### src/rtl/branch_history_predictor.sv
// Two-bit saturating-counter branch predictor with an in-order queue of in-flight predictions.
// Define BP_GLOBAL_HISTORY_EN for gshare indexing (PC bits XOR global history); default is bimodal.
module branch_history_predictor #(
    parameter int IDX_BITS = 6,
    parameter int DEPTH    = 8
) (
    input  logic        CLK,
    input  logic        RESET,
    input  logic        STALL,
    input  logic        FLUSH,
    input  logic        Instr_valid,
    input  logic [31:0] Instr_input,
    input  logic [31:0] Instr_addr_input,
    output logic        Taken,
    input  logic        Branch_resolved,
    input  logic        Branch_taken_actual,
    output logic        Predicted_taken_MEM,
    output logic        Mispredict,
    output logic        Queue_empty,
    output logic        Queue_full,
    output logic        Overflow
);
    localparam int TBL_SIZE = 1 << IDX_BITS;
    localparam int PTR_W    = $clog2(DEPTH);
    localparam int CNT_W    = PTR_W + 1;

    logic [1:0]          ctr_q [TBL_SIZE];
    logic [IDX_BITS-1:0] q_idx_q [DEPTH];
    logic                q_pred_q [DEPTH];
    logic [PTR_W-1:0]    head_q, tail_q;
    logic [CNT_W-1:0]    count_q, count_d;
    logic                taken_q, overflow_q;

    logic [5:0]          opcode;
    logic                is_branch;
    logic [IDX_BITS-1:0] pc_idx, lookup_idx, train_idx;
    logic [1:0]          lookup_ctr, train_ctr, train_next;
    logic                accept, push_req, push, drop, pop;
    logic                unused_bits;

    assign opcode      = Instr_input[31:26];
    assign pc_idx      = Instr_addr_input[IDX_BITS+1:2];
    assign unused_bits = ^{Instr_input[25:0], Instr_addr_input[31:IDX_BITS+2], Instr_addr_input[1:0]};

    always_comb begin
        is_branch = 1'b0;
        case (opcode)
            6'h01, 6'h04, 6'h05, 6'h06, 6'h07: is_branch = 1'b1;
            default:                           is_branch = 1'b0;
        endcase
    end

`ifdef BP_GLOBAL_HISTORY_EN
    logic [IDX_BITS-1:0] ghr_q;

    // History only advances on resolution, so a flush never needs to repair it.
    always_ff @(posedge CLK) begin
        if (RESET) begin
            ghr_q <= '0;
        end else if (pop) begin
            ghr_q <= {ghr_q[IDX_BITS-2:0], Branch_taken_actual};
        end
    end

    assign lookup_idx = pc_idx ^ ghr_q;
`else
    assign lookup_idx = pc_idx;
`endif

    assign Queue_empty = (count_q == '0);
    assign Queue_full  = (count_q == CNT_W'(DEPTH));

    assign accept   = Instr_valid & ~STALL & ~FLUSH;
    assign push_req = accept & is_branch;
    assign pop      = Branch_resolved & ~Queue_empty;
    assign push     = push_req & (~Queue_full | pop);
    assign drop     = push_req & Queue_full & ~pop;

    assign lookup_ctr = ctr_q[lookup_idx];
    assign train_idx  = q_idx_q[head_q];
    assign train_ctr  = ctr_q[train_idx];

    always_comb begin
        train_next = train_ctr;
        if (Branch_taken_actual) begin
            if (train_ctr != 2'd3) train_next = train_ctr + 2'd1;
        end else begin
            if (train_ctr != 2'd0) train_next = train_ctr - 2'd1;
        end
    end

    // Nonblocking update gives read-before-write for a same-cycle lookup of the trained entry.
    always_ff @(posedge CLK) begin
        if (RESET) begin
            for (int i = 0; i < TBL_SIZE; i++) ctr_q[i] <= 2'd1;
        end else if (pop) begin
            ctr_q[train_idx] <= train_next;
        end
    end

    always_ff @(posedge CLK) begin
        if (push) begin
            q_idx_q[tail_q]  <= lookup_idx;
            q_pred_q[tail_q] <= lookup_ctr[1];
        end
    end

    always_comb begin
        count_d = count_q;
        case ({push, pop})
            2'b10:   count_d = count_q + CNT_W'(1);
            2'b01:   count_d = count_q - CNT_W'(1);
            default: count_d = count_q;
        endcase
    end

    always_ff @(posedge CLK) begin
        if (RESET) begin
            head_q     <= '0;
            tail_q     <= '0;
            count_q    <= '0;
            taken_q    <= 1'b0;
            overflow_q <= 1'b0;
        end else begin
            if (accept) taken_q <= is_branch & lookup_ctr[1];
            if (drop) overflow_q <= 1'b1;
            if (FLUSH) begin
                head_q  <= tail_q;
                count_q <= '0;
            end else begin
                if (push) tail_q <= tail_q + PTR_W'(1);
                if (pop)  head_q <= head_q + PTR_W'(1);
                count_q <= count_d;
            end
        end
    end

    assign Taken               = taken_q;
    assign Overflow            = overflow_q;
    assign Predicted_taken_MEM = ~Queue_empty & q_pred_q[head_q];
    assign Mispredict          = pop & (Branch_taken_actual != Predicted_taken_MEM);

endmodule

### config.mk
export PLATFORM = sky130hd
export DESIGN_NAME = branch_history_predictor
export DESIGN_NICKNAME = d
export VERILOG_FILES = /design/src/rtl/branch_history_predictor.sv
export SDC_FILE = /design/constraint.sdc
export NUM_CORES = 1
export LEC_CHECK = 0
export BUFFER_PORTS_ARGS = -buffer_cell sky130_fd_sc_hd__buf_2
export CAP_MARGIN = 20
export CELL_PAD_IN_SITES_DETAIL_PLACEMENT = 1
export CELL_PAD_IN_SITES_GLOBAL_PLACEMENT = 1
export CORE_UTILIZATION = 49
export DETAILED_ROUTE_END_ITERATION = 7
export GPL_ROUTABILITY_DRIVEN = 1
export PLACE_DENSITY = 0.89
export SLEW_MARGIN = 25
export SYNTH_ARGS = -nofsm -noshare
export SYNTH_HDL_FRONTEND = slang
export SYNTH_SLANG_ARGS = --single-unit
### constraint.sdc
create_clock -name CLK -period 3.8 [get_ports CLK]
set_input_delay 0.19 -clock CLK [delete_from_list [all_inputs] [get_ports CLK]]
set_output_delay 0.19 -clock CLK [all_outputs]
set_load 0.01 [all_outputs]
==> results.toml, run 1 <==
[logic_synthesis]
synthTopCellsByArea = "edfxtp_1, mux4_2, nand2_1"
yosys.area_share.simple = 0.217
synth_top_area_share = 0.526
synth_top_family_by_area = "simple AND/OR/NAND/NOR gates"
synthAdderAreaFrac = 0.00774
ys_seq_area_frac = 0.554
yosysMostFrequentCell = "edfxtp_1"
ys_async_sr_fraction = 0
synth.net_count = 961
syn_inst = 885
ys_ff_latch = 199
synth-xor-area-share = 0.00667
syn_area_um2 = 10500
synth_edf_count = 184
synthDistinctLibCells = 66
synth_mux_area_frac = 0.114
synth_compound_area_frac = 0.0609
ys.flop_type = "edfxtp_1"
synth_warnings = 0
synthTopCellsByCount = "edfxtp_1, nand2_1, nor2_1"
synth_top_area_cell = "edfxtp_1"
syn_avg_cell_area_um2 = 11.9

[timing]
drv_slew = 0
finClkSkew_ns = 0.0125
finalSetupTns_ns = 0
timing_hold_violations_final = 0
fin_crit_sh = 0.994
fin_crit_ns = 3.78
setup_viol = 0
fmax_mhz = 265
tightest_slew_ns = 0.991
relSlewSlack = 0.334

[final_layout]
area_growth_pct = 11.8
nets = 982
layout-drive-gt1-share = 0.245
antenna_cells = 0

[worst_hold_path]
hp-class = "in2reg"
holdPathStages = 1
hold_start = "Instr_addr_input[7]"
worstHoldEndpoint = "q_idx_q[0][5]"

[place]
place.gp.congestion = 0.875
hpwl_um = 22400
port_buffers = 24

[die]
core-area_um2 = 21000
start_util = 0.500
ios = 77
fp.dieH_um = 148
die_area_um2 = 22000
die-width_um = 148
rows = 53

[detailed_routing]
drc_errors = 0
vias_per_cell = 6.68
drtAntennaViolNets = 0
dr_total_vias = 7977
wl_per_cell_um = 28.3
drt_first_iter_violations = 959
wirelength_um = 33800
first_pass_iters = 6

[setup_path]
endpoint_kind = "flip-flop"
r2r-end = "ctr_q[9][1]"
cp.required_ns = 4.04
reg2reg_depth = 12
path_max_fanout = 35
r2r_slack_ns = 0.02
cp_slowest_cell = "mux4_2"
cpPeakStageDelay_ns = 0.59
cp_cell_sequence = "mux4_2, mux2i_4, buf_12, nand2_1, and3_1, a31oi_1, o22ai_1, nor4_1, o21a_2, a21oi_4, buf_12, nor4_1"
worstSetupPathType = "reg2reg"
worstSetupStartpointType = "flip-flop"
arrival_ns = 4.01

[pwr]
p_leak_nw = 3.69
totalPowerFinal_w = 0.00454
vdd_drop_max_uv = 321
p_per_area_nw_per_um2 = 386

[clock_network]
numCtsBuffers = 17
cts_max_level = 4
clockBufferDepth = 2
insertion_delay_ns = 0.46
clock_sinks = 199
clk_pin_slew_ns = 0.09
root_buffer = "clkbuf_16"
cts_tree = "done"

[global_route]
grt_max_degree = 77
grt_pass1_wl_um = 51800
antenna_found_initial = 0
grt-ovfl-total = 0
grt_usage = 0.325
grt_pass1_vias = 8519

[outcome]
status = "finished clean"

[run]
drv_cap = 0
[where the power goes]
part / total (W) / internal (W) / switching, W
clock: 0.00187 / 0.000892 / 0.000975
sequential: 0.00243 / 0.00241 / 0.0000177
combinational: 0.000244 / 0.0000904 / 0.000153
[what timing repair did]
action / in CTS / in global routing
gates resized for setup: 3 / 8
setup endpoints to repair: 121 / 75
setup buffers: 0 / 1
pin swaps: 0 / 1
hold buffers: 0 / 0
[worst max path at each step]
stage	depth (start not counted)	endpoint	slack, ns
6_report	12	ctr_q[9][1]	0.02
3_3_place_gp	11	ctr_q[2][1]	-0.04
5_1_grt	11	ctr_q[14][1]	-0.0009
4_1_cts	13	ctr_q[9][1]	0.009
3_5_place_dp	13	ctr_q[9][1]	-0.17
2_1_floorplan	14	ctr_q[22][1]	0.68
[through the flow]
stage	std cells	cell area [um2]	utilization	setup WS, ns	hold WS [ns]
floorplan	885	10500	-	0.681	0.289
global placement	1161	11100	0.528	-0.0355	0.455
detailed placement	1161	11100	0.528	-0.167	0.503
CTS	1193	11700	0.557	0.00850	0.0494
global route	1194	11700	0.559	-0.000944	0.0738
finish	1194	11700	0.559	0.0242	0.0520
[metal layers]
| metal | GRT usage | routed length (um) | vias to the layer above |
|---|---|---|---|
| met1 | 0.396 | 12400 | 4040 |
| met2 | 0.549 | 17200 | 458 |
| met3 | 0.0546 | 2710 | 110 |
| met5 | 0 | 0 | - |
| li1 | - | - | 3369 |
| met4 | 0.179 | 1500 | 0 |
[sequential cells by signal, summed over array words and instances (netlist names), named ones only]
register,count
Overflow,1
head_q,3
q_idx_q,48
Taken,1
tail_q,3
q_pred_q,8
count_q,4
ctr_q,128
[cell usage in the layout, fill, tap and decap left out, types with 5 or more instances in the layout]
cell / count
buf_12: 12
nand4_1: 40
nor4_2: 10
nand3_1: 49
o31ai_1: 6
o21a_1: 5
buf_4: 36
a21oi_1: 14
o21ai_1: 6
mux4_2: 33
nand2b_1: 42
dfxtp_1: 13
nor3_2: 9
a31oi_1: 5
nor3_1: 36
inv_1: 6
nor2_1: 87
o21ai_0: 7
nand2_2: 6
clkinv_8: 5
mux2i_1: 26
nor4_1: 9
buf_2: 24
clkbuf_16: 17
mux2_2: 10
nand2_1: 99
o22ai_1: 12
edfxtp_1: 184
or2_2: 27
o221ai_1: 7
[kinds of logic (layout without fill, tap and decap cells)]
kind of cell,count (synthesis),count (layout)
AND/OR/NAND/NOR,435,435
flip-flops,199,199
AO/OA/AOI/OAI,87,87
buffers and inverters,76,110
multiplexers,74,74
XOR/XNOR,8,8
adder cells (fa/ha/maj),6,6
[critical path: cells and delay by family, from the launching register on]
family | cells | cell delay (ns)
AO/OA/AOI/OAI | 4 | 0.83
buffers and inverters | 2 | 0.44
flip-flops | 1 | 0.44
multiplexers | 2 | 0.79
AND/OR/NAND/NOR | 4 | 1.03
[area by class of cell]
| class | instances | area [um2] |
|---|---|---|
| Fill cell | 2148 | 9270 |
| Multi-Input combinational cell | 610 | 4320 |
| Timing Repair Buffer | 72 | 631 |
| Clock inverter | 15 | 178 |
| Inverter | 6 | 22.5 |
| Clock buffer | 17 | 425 |
| Sequential cell | 199 | 5830 |
| Tap cell | 275 | 344 |
Power figures use the tool's default switching activity.
==> run 2, diff against run 1 <==
CORE_UTILIZATION = 50   (was 49)
CTS_BUF_LIST = sky130_fd_sc_hd__clkbuf_8   (was not set)
PLACE_DENSITY = 0.9   (was 0.89)
==> run 2 against run 1 <==
Effect of this change:
- sequential cell count unchanged
- clock skew increased by 0.0022 ns
- wire length shrank 1.7%
- register-to-register slack better by 0.04 ns
- sequential share of layout area rose by 0.39 points
- combinational power barely moved
- fmax rose by 1.1%
- sequential power is essentially flat
- critical path type unchanged
- largest cell class unchanged
==> results.toml, run 2 (same netlist as run 1, synthesis figures left out) <==
[outcome]
status = "finished clean"

[die]
die-width_um = 147
core-area_um2 = 20400
start_util = 0.515
rows = 52
die_area_um2 = 21600
fp.dieH_um = 147
ios = 77

[final_layout]
mostFrequentLayoutCells = "edfxtp_1, nand2_1, nor2_1, nand3_1, buf_4"
nets = 994
largest_reg_flops = 128
final_common_cell = "edfxtp_1"
num-fill-cells = 2126
area_growth_pct = 10.9
reg.largest.list = "ctr_q x128, q_idx_q x48, q_pred_q x8"
regMostFlops = "ctr_q"
layout-drive-gt1-share = 0.256
fin_area_um2 = 11700

[clock_network]
clockBufferDepth = 2
numCtsBuffers = 17
insertion_delay_ns = 0.50
clk_pin_slew_ns = 0.11
cts_hold_buf = 0
cts_max_level = 4
root_buffer = "clkbuf_8"
cts_tree = "done"
clock_sinks = 199

[pwr]
p_per_area_nw_per_um2 = 348
totalPowerFinal_w = 0.00406
vdd_drop_max_uv = 267
p_leak_nw = 3.67

[timing]
fin_crit_ns = 3.74
relSlewSlack = 0.350
timing_hold_violations_final = 0
fin_ws_ns = 0.0641
setup_viol = 0
hold_slack_ns = 0.0271
fmax_mhz = 268
tightest_slew_ns = 0.972
finClkSkew_ns = 0.0147
fin_crit_sh = 0.983
drv_slew = 0

[setup_path]
cp.required_ns = 3.99
worstSetupStartpointType = "flip-flop"
cp_slowest_cell = "mux4_2"
endpoint_kind = "flip-flop"
cp_cell_sequence = "buf_4, mux4_2, nand3b_1, o21ai_1, nand2_1, o22ai_2, nor4_2, o21a_2, o21ai_4, buf_12, nand4_1"
cpPeakStageDelay_ns = 0.58
arrival_ns = 3.92
critPathTopFamily = "compound AO/OA/AOI/OAI gates"
path_max_fanout = 36
worstSetupPathType = "reg2reg"
path_buf_inv = 2

[global_route]
grt_usage = 0.317
grt-ovfl-total = 0
grt_pass1_wl_um = 50400
grt_max_degree = 78
antenna_found_initial = 0
grt_pass1_vias = 8548

[worst_hold_path]
hp-class = "in2reg"
hold_start = "Instr_addr_input[7]"

[detailed_routing]
first_pass_iters = 6
drc_errors = 0
drtAntennaViolNets = 0
dr_total_vias = 8128
wirelength_um = 33200
vias_per_cell = 6.76
drt_first_iter_violations = 1024
wl_per_cell_um = 27.6

[place]
place_ws_ns = -0.166
placed_area_um2 = 11200
place.gp.congestion = 0.927
hpwl_um = 22200
port_buffers = 24

[run]
drv_cap = 0
[run 2: changes by cell type in the layout (fill, tap and decap cells not counted), sizes merged]
cell      change
clkinv        -2
bufinv        +1
diode         +1
buf          +12
clkinvlp      +1
[run 2: power by group]
| group | switching [W] | internal, W | total (W) |
|---|---|---|---|
| Clock | 0.000840 | 0.000546 | 0.00139 |
| Combinational | 0.000153 | 0.0000934 | 0.000246 |
| Sequential | 0.0000174 | 0.00241 | 0.00243 |
[run 2: area by class of cell]
cell class / count / area (um2) / share of cell area
timing repair buffer: 84 / 733 / 0.0629
inverter: 6 / 22.5 / 0.00193
clock buffer: 17 / 234 / 0.0201
tap: 270 / 338 / 0.0290
antenna: 1 / 2.50 / 0.000215
sequential: 199 / 5830 / 0.500
multi-input combinational: 610 / 4340 / 0.372
clock inverter: 15 / 164 / 0.0141
[run 2: path summary, 6_finish.rpt]
kind	depth (start not counted)	slack, ns	end
setup / recovery	11	0.06	ctr_q[36][0]
hold / removal	1	0.03	q_idx_q[6][5]
setup reg to reg	11	0.06	ctr_q[36][0]
hold reg to reg	2	0.52	Overflow
[run 2: timing repair]
| action | 4_1_cts | 5_1_grt |
|---|---|---|
| cloned | 0 | 0 |
| endpoints found under the setup margin | 128 | 118 |
| gates resized for setup | 4 | 11 |
| pin swaps | 0 | 0 |
| setup buffers | 0 | 2 |
[run 2: through the flow]
| stage | TNS (ns) | instances | utilization |
|---|---|---|---|
| after floorplan | 0 | 885 | - |
| after global placement | 0 | 1167 | 0.547 |
| after detailed placement | -7.54 | 1167 | 0.547 |
| after CTS | 0 | 1199 | 0.567 |
| after global routing | -0.0610 | 1201 | 0.571 |
| final | 0 | 1202 | 0.571 |
[run 2: metal layers]
layer	vias up	part of all wire	GRT usage
met5	-	0	0
met4	0	0.047	0.163
met3	136	0.099	0.0683
met2	525	0.50	0.529
met1	4073	0.35	0.391
li1	3394	-	-
